$ cat src/rtl/vend_pkg.sv
// Shared vending definitions: money/slot sizing, denominations and dispense FSM encoding.
package vend_pkg;

    localparam int MONEY_W = 8;
    localparam int SLOT_N  = 16;
    localparam int SLOT_W  = $clog2(SLOT_N);
    localparam int AMT_W   = MONEY_W + 1;
    localparam int TMR_W   = 16;

    // Denomination value equals its coin_ej strobe bit pattern.
    localparam logic [2:0] DEN4 = 3'd4;
    localparam logic [2:0] DEN2 = 3'd2;
    localparam logic [2:0] DEN1 = 3'd1;

    typedef enum logic [2:0] {
        ST_IDLE  = 3'd0,
        ST_MOTOR = 3'd1,
        ST_SEL   = 3'd2,
        ST_EJECT = 3'd3,
        ST_GAP   = 3'd4,
        ST_DONE  = 3'd5
    } vend_state_e;

    function automatic logic [2:0] pick_den(input logic [AMT_W-1:0] amt);
        if (amt >= AMT_W'(DEN4)) return DEN4;
        if (amt >= AMT_W'(DEN2)) return DEN2;
        return DEN1;
    endfunction

endpackage

$ cat src/rtl/vend_dispense_ctrl_if.sv
// Request/actuator bundle between the vending FSM side (master) and the dispense controller (slave).
interface vend_dispense_ctrl_if;
    import vend_pkg::*;

    logic               start;
    logic [SLOT_W-1:0]  it_slot;
    logic [MONEY_W-1:0] price;
    logic [MONEY_W-1:0] change;
    logic               drop_sns;
    logic [SLOT_N-1:0]  motor_en;
    logic [2:0]         coin_ej;
    logic               busy;
    logic               done;
    logic               err;

    modport master (
        output start, it_slot, price, change, drop_sns,
        input  motor_en, coin_ej, busy, done, err
    );

    modport slave (
        input  start, it_slot, price, change, drop_sns,
        output motor_en, coin_ej, busy, done, err
    );

endinterface

$ cat src/rtl/vend_cycle_timer.sv
// Loadable down-counter with zero flag; holds at zero until reloaded.
module vend_cycle_timer #(
    parameter int W = 16
) (
    input  logic         clk,
    input  logic         res,
    input  logic         load_i,
    input  logic [W-1:0] load_val_i,
    output logic         zero_o
);

    logic [W-1:0] cnt_q, cnt_d;

    always_comb begin
        cnt_d = cnt_q;
        if (load_i) begin
            cnt_d = load_val_i;
        end else if (cnt_q != '0) begin
            cnt_d = cnt_q - 1'b1;
        end
    end

    always_ff @(posedge clk) begin
        if (res) cnt_q <= '0;
        else     cnt_q <= cnt_d;
    end

    assign zero_o = (cnt_q == '0);

endmodule

$ cat src/rtl/vend_dispense_ctrl.sv
// Motor-until-drop then greedy 4/2/1 coin refund sequencer. Optional drop timeout: VEND_TIMEOUT_EN.
// state | meaning
// IDLE  | waiting for start          MOTOR | slot motor on, waiting for drop
// SEL   | pick next coin or finish   EJECT | one ejector strobe high
// GAP   | quiet time after strobe    DONE  | one-cycle completion (err if refund)
module vend_dispense_ctrl
    import vend_pkg::*;
#(
    parameter int PULSE_CYC = 4,
    parameter int GAP_CYC   = 2,
    parameter int DROP_TMO  = 1000
) (
    input  logic clk,
    input  logic res,
    vend_dispense_ctrl_if.slave bus
);

    vend_state_e        state_q, state_d;
    logic [SLOT_W-1:0]  slot_q, slot_d;
    logic [MONEY_W-1:0] price_q, price_d;
    logic [MONEY_W-1:0] change_q, change_d;
    logic [AMT_W-1:0]   amt_q, amt_d;
    logic [2:0]         den_q, den_d;
    logic               refund_q, refund_d;
    logic               drop_q;
    logic [SLOT_N-1:0]  motor_en_q, motor_en_d;
    logic [2:0]         coin_ej_q, coin_ej_d;
    logic               busy_q, busy_d;
    logic               done_q, done_d;
    logic               err_q, err_d;
    logic               tmr_load;
    logic [TMR_W-1:0]   tmr_val;
    logic               tmr_zero;

    vend_cycle_timer #(.W(TMR_W)) u_timer (
        .clk        (clk),
        .res        (res),
        .load_i     (tmr_load),
        .load_val_i (tmr_val),
        .zero_o     (tmr_zero)
    );

    always_comb begin
        state_d  = state_q;
        slot_d   = slot_q;
        price_d  = price_q;
        change_d = change_q;
        amt_d    = amt_q;
        den_d    = den_q;
        refund_d = refund_q;
        tmr_load = 1'b0;
        tmr_val  = '0;
        unique case (state_q)
            ST_IDLE: if (bus.start) begin
                slot_d   = bus.it_slot;
                price_d  = bus.price;
                change_d = bus.change;
                amt_d    = '0;
                refund_d = 1'b0;
`ifdef VEND_TIMEOUT_EN
                tmr_load = 1'b1;
                tmr_val  = TMR_W'(DROP_TMO - 1);
`endif
                state_d  = ST_MOTOR;
            end
            // A drop seen on the timeout edge takes priority over the refund.
            ST_MOTOR: if (drop_q) begin
                amt_d   = AMT_W'(change_q);
                state_d = ST_SEL;
            end
`ifdef VEND_TIMEOUT_EN
            else if (tmr_zero) begin
                amt_d    = AMT_W'(price_q) + AMT_W'(change_q);
                refund_d = 1'b1;
                state_d  = ST_SEL;
            end
`endif
            ST_SEL: begin
                if (amt_q == '0) begin
                    state_d = ST_DONE;
                end else begin
                    den_d    = pick_den(amt_q);
                    tmr_load = 1'b1;
                    tmr_val  = TMR_W'(PULSE_CYC - 1);
                    state_d  = ST_EJECT;
                end
            end
            ST_EJECT: if (tmr_zero) begin
                amt_d    = amt_q - AMT_W'(den_q);
                tmr_load = 1'b1;
                tmr_val  = TMR_W'(GAP_CYC - 1);
                state_d  = ST_GAP;
            end
            ST_GAP:  if (tmr_zero) state_d = ST_SEL;
            ST_DONE: state_d = ST_IDLE;
            default: state_d = ST_IDLE;
        endcase

        motor_en_d = (state_d == ST_MOTOR) ? (SLOT_N'(1) << slot_d) : '0;
        coin_ej_d  = (state_d == ST_EJECT) ? den_d : 3'b000;
        busy_d     = (state_d != ST_IDLE);
        done_d     = (state_d == ST_DONE);
        err_d      = done_d & refund_d;
    end

    always_ff @(posedge clk) begin
        if (res) begin
            state_q    <= ST_IDLE;
            slot_q     <= '0;
            price_q    <= '0;
            change_q   <= '0;
            amt_q      <= '0;
            den_q      <= '0;
            refund_q   <= 1'b0;
            drop_q     <= 1'b0;
            motor_en_q <= '0;
            coin_ej_q  <= '0;
            busy_q     <= 1'b0;
            done_q     <= 1'b0;
            err_q      <= 1'b0;
        end else begin
            state_q    <= state_d;
            slot_q     <= slot_d;
            price_q    <= price_d;
            change_q   <= change_d;
            amt_q      <= amt_d;
            den_q      <= den_d;
            refund_q   <= refund_d;
            drop_q     <= bus.drop_sns & (state_q == ST_MOTOR);
            motor_en_q <= motor_en_d;
            coin_ej_q  <= coin_ej_d;
            busy_q     <= busy_d;
            done_q     <= done_d;
            err_q      <= err_d;
        end
    end

`ifndef VEND_TIMEOUT_EN
    logic unused_cfg;
    assign unused_cfg = ^{price_q, (DROP_TMO > 0)};
`endif

    assign bus.motor_en = motor_en_q;
    assign bus.coin_ej  = coin_ej_q;
    assign bus.busy     = busy_q;
    assign bus.done     = done_q;
    assign bus.err      = err_q;

endmodule

$ cat src/flat_wrapper.sv
// flat-port wrapper written by rule: the top's interface ports become plain ports
module vend_dispense_ctrl_flat import vend_pkg::*;
#(
    parameter int PULSE_CYC = 4,
    parameter int GAP_CYC   = 2,
    parameter int DROP_TMO  = 1000
)
  (clk, res, bus_start, bus_it_slot, bus_price, bus_change, bus_drop_sns, bus_motor_en, bus_coin_ej, bus_busy, bus_done, bus_err);
  vend_dispense_ctrl_if bus_i ();
  input  logic clk;
  input  logic res;
  input wire logic [$bits(bus_i.start)-1:0] bus_start;
  input wire logic [$bits(bus_i.it_slot)-1:0] bus_it_slot;
  input wire logic [$bits(bus_i.price)-1:0] bus_price;
  input wire logic [$bits(bus_i.change)-1:0] bus_change;
  input wire logic [$bits(bus_i.drop_sns)-1:0] bus_drop_sns;
  output wire logic [$bits(bus_i.motor_en)-1:0] bus_motor_en;
  output wire logic [$bits(bus_i.coin_ej)-1:0] bus_coin_ej;
  output wire logic [$bits(bus_i.busy)-1:0] bus_busy;
  output wire logic [$bits(bus_i.done)-1:0] bus_done;
  output wire logic [$bits(bus_i.err)-1:0] bus_err;
  assign bus_i.start = bus_start;
  assign bus_i.it_slot = bus_it_slot;
  assign bus_i.price = bus_price;
  assign bus_i.change = bus_change;
  assign bus_i.drop_sns = bus_drop_sns;
  assign bus_motor_en = bus_i.motor_en;
  assign bus_coin_ej = bus_i.coin_ej;
  assign bus_busy = bus_i.busy;
  assign bus_done = bus_i.done;
  assign bus_err = bus_i.err;
  vend_dispense_ctrl #(.PULSE_CYC(PULSE_CYC), .GAP_CYC(GAP_CYC), .DROP_TMO(DROP_TMO)) u_core (.clk(clk), .res(res), .bus(bus_i));
endmodule
$ cat config.mk
export PLATFORM = sky130hd
export DESIGN_NAME = vend_dispense_ctrl_flat
export DESIGN_NICKNAME = d
export VERILOG_FILES = /design/src/rtl/vend_pkg.sv /design/src/rtl/vend_dispense_ctrl_if.sv /design/src/rtl/vend_cycle_timer.sv /design/src/rtl/vend_dispense_ctrl.sv /design/src/flat_wrapper.sv
export SDC_FILE = /design/constraint.sdc
export NUM_CORES = 1
export LEC_CHECK = 0
export ABC_AREA = 0
export ABC_CLOCK_PERIOD_IN_PS = 2600
export BUFFER_PORTS_ARGS = -buffer_cell sky130_fd_sc_hd__buf_2
export CAP_MARGIN = 5
export CORE_MARGIN = 2
export CORE_UTILIZATION = 35
export CTS_BUF_LIST = sky130_fd_sc_hd__clkbuf_16
export DETAILED_ROUTE_END_ITERATION = 8
export GPL_ROUTABILITY_DRIVEN = 0
export MAX_ROUTING_LAYER = met4
export PLACE_DENSITY = 0.59
export SLEW_MARGIN = 20
export SYNTH_ARGS = -nofsm -noshare
export SYNTH_HDL_FRONTEND = slang
export SYNTH_SLANG_ARGS = --single-unit
export TNS_END_PERCENT = 20
$ cat constraint.sdc
create_clock -name clk -period 2.6 [get_ports clk]
set_clock_uncertainty 0.2 [all_clocks]
set_input_delay 0.13 -clock clk [delete_from_list [all_inputs] [get_ports clk]]
set_output_delay 0.13 -clock clk [all_outputs]
set_load 0.05 [all_outputs]
==> results.py <==
metrics = {
    "worst_setup_path": {
        "worstPathMaxFanout": 12,
        "crit_chain": "or4_1 -> o41a_1 -> a211o_4 -> or4_1 -> nand2_1",
        "path_buf_inv": 0,
        "criticalPathCategory": "flop to flop",
        "slowest_delay_ns": 0.55,
        "critPathLaunchType": "flop",
        "crit_path_end_kind": "flop",
        "worstPathRequired_ns": 2.68,
        "slowest_stage": "or4_1",
        "critical_path.top_delay_family": "simple AND/OR/NAND/NOR gates",
        "cpMostUsedCell": "or4_1",
        "cp.arrival_ns": 2.55,
    },
    "logic_synthesis": {
        "syn_nets": 389,
        "synth.yosys.seq_area_share": 0.4435,
        "synth-main-ff-cell": "dfxtp_1",
        "syn-cell-area_um2": 3024,
        "syn_avg_cell_area_um2": 8.400,
        "synthDistinctLibCells": 54,
        "yosysWarnings": 0,
        "ys_seq_elements": 67,
        "synthCells": 360,
        "ys_async_sr_fraction": 0,
        "synth_edf_count": 0,
    },
    "detailed_routing": {
        "drt-initial-drc-count": 149,
        "wl_met2_um": 3332,
        "via_per_inst": 5.227,
        "wl_met1_um": 3675,
        "met3WireLength_um": 260,
        "vias": 2828,
        "antenna_left": 0,
        "top_layer": "met4",
        "drt-total-wl_um": 7342,
        "drc": 0,
        "firstDrtPassIters": 4,
        "wl_per_cell_um": 13.57,
    },
    "place": {
        "dp.final_hpwl_um": 5263,
        "port_buffers": 37,
        "post_dp_cell_area_um2": 3456,
    },
    "cells_and_area": {
        "final_common_cell": "dfxtp_1",
        "fin_util": 0.4776,
        "layout_common_cells": "dfxtp_1, nand2_1, nor2_1",
        "syn_to_final_growth_pct": 31.07,
        "nets": 460,
        "final_layout_size_suffix_gt1_frac": 0.2018,
        "final_cell_area_um2": 3964,
        "antenna_cells": 0,
    },
    "timing": {
        "setup_tns_ns": 0,
        "maxSlewHeadroom": 0.5288,
        "fmax_ghz": 0.4034,
        "finalSetupViolations": 0,
        "rsz0062_at_grt": "false",
        "min_period_ns": 2.479,
        "maxSlewViolCount": 0,
        "hold_violations": 0,
        "post-route-period-util": 0.9535,
        "worst_pin_slew_ns": 0.7052,
    },
    "grt": {
        "overflow": 0,
        "grt_first_pass_wirelength_um": 12580,
        "grt_pass1_vias": 2650,
        "antenna_found_initial": 0,
        "grt_max_degree": 25,
        "grt.total_usage": 0.1676,
    },
    "cts": {
        "clock_path_buffers": 2,
        "cts_tree": "yes",
        "cts_buffers": 9,
        "cts_sinks": 67,
        "htree_levels": 3,
        "root_buffer": "clkbuf_16",
        "worstSkewPairLatency_ns": 0.33,
        "clk_pin_slew_ns": 0.06,
    },
    "floorplan": {
        "rows": 33,
        "core_region_area_um2": 8299,
        "start_util": 0.3644,
        "dieArea_um2": 9400,
        "die_h_um": 96.96,
        "pin_count": 46,
        "die_w_um": 96.96,
    },
    "hold_path": {
        "hp-class": "input pin to flop",
    },
    "power": {
        "peakVddDrop_v": 0.0003714,
        "power_leakage_nw": 1.575,
        "powerDensity_nw_per_um2": 926.5,
    },
    "status": {
        "status": "completed",
    },
    "flow_run": {
        "maxCapViolations": 0,
    },
}
==> final timing paths <==
check / cells past startpoint / end / startpoint / slack (ns)
max: 5 / u_core.u_timer.cnt_q[3] / u_core.amt_q[2] / 0.12
min reg2reg: 2 / u_core.refund_q / u_core.refund_q / 0.25
max reg2reg: 5 / u_core.u_timer.cnt_q[3] / u_core.amt_q[2] / 0.12
min: 4 / u_core.refund_q / bus_start / 0.09
==> stage by stage <==
stage               hold WS, ns  power [mW]  setup WS [ns]  instances
finish                  0.08961       3.673         0.1209        541
global route             0.1457       3.890        0.02570        541
CTS                     0.08855       3.678        0.05979        541
detailed placement       0.1780       2.338        0.06131        509
global placement         0.1708       2.312        0.08638        509
floorplan               0.06596       1.991        0.05988        360
==> cells in the mapped netlist, drive strengths merged, types with 2 or more instances <==
master | n | area share
clkbuf | 11 | 0.014
nor2b | 3 | 0.0062
xnor2 | 3 | 0.0087
o311ai | 2 | 0.0058
a211oi | 4 | 0.0099
mux2i | 4 | 0.013
or2 | 3 | 0.0062
dfxtp | 67 | 0.44
o32ai | 3 | 0.0087
o21ai | 15 | 0.025
o22ai | 2 | 0.0041
nor3b | 8 | 0.020
nand3 | 6 | 0.0099
buf | 6 | 0.014
o2111ai | 2 | 0.0058
inv | 14 | 0.017
o31ai | 5 | 0.017
a211o | 3 | 0.0087
nor4b | 2 | 0.0058
a31oi | 7 | 0.014
a32oi | 2 | 0.0058
nand3b | 3 | 0.0074
a21o | 2 | 0.0050
nand2 | 49 | 0.061
or3 | 8 | 0.017
or4 | 10 | 0.025
o211ai | 5 | 0.012
nand2b | 4 | 0.0083
nor3 | 13 | 0.022
nor2 | 41 | 0.051
nor4 | 4 | 0.013
and2 | 2 | 0.0041
o21a | 4 | 0.0099
a21oi | 26 | 0.043
ha | 4 | 0.017
==> flip-flops by register name, indices dropped and copies added, names as in the netlist <==
| register | flops |
|---|---|
| u_core.amt_q | 9 |
| u_core.bus.done | 1 |
| u_core.den_q | 3 |
| u_core.change_q | 8 |
| u_core.refund_q | 1 |
| u_core.state_q | 3 |
| u_core.u_timer.cnt_q | 16 |
| u_core.drop_q | 1 |
| u_core.bus.coin_ej | 3 |
| u_core.bus.err | 1 |
| u_core.bus.busy | 1 |
| u_core.slot_q | 4 |
| u_core.bus.motor_en | 16 |
==> repair_timing <==
item,in CTS,in global routing
buffers inserted,0,0
endpoints found under the setup margin,0,20
hold endpoints to repair,21,0
hold buffers,16,0
resized for setup,0,4
==> cell families after synthesis <==
family	count (synthesis)	share of synthesized area
AOI/OAI and AO/OA	89	0.1965
xor gates and xnor gates	4	0.01159
adders and majority gates	5	0.02317
buffers and inverters	31	0.04510
DFF	67	0.4435
muxes	5	0.01696
and+or+nand+nor	159	0.2631
==> layout make-up <==
cell class	count	area (um^2)
fill	815	4335
sequential	67	1341
clock buffer	9	225.2
inverter	14	52.55
tap	105	131.4
multi-input combinational	262	1574
timing repair buffer	77	538.0
clock inverter	7	101.3
==> worst reg2reg max path, cell delays in order (launching register included) <==
cell and delay [ns]:
dfxtp_1 0.32, or4_1 0.55, o41a_1 0.37, a211o_4 0.39, or4_1 0.51, nand2_1 0.07
==> power by group <==
group          leakage (nW)  internal [mW]  switching, mW  total, mW
logic                 0.878          0.486          0.601       1.09
clock network         0.152          0.845          0.470       1.32
registers             0.545           1.16          0.115       1.27
total                  1.58           2.49           1.19       3.67
==> layer usage <==
metal / up-vias / track usage
met5: - / -
met3: 9 / 0.05130
met4: 0 / 0.04875
met1: 1337 / 0.2241
li1: 1439 / -
met2: 43 / 0.2447
Note: power is estimated with default switching activity, not from simulation.
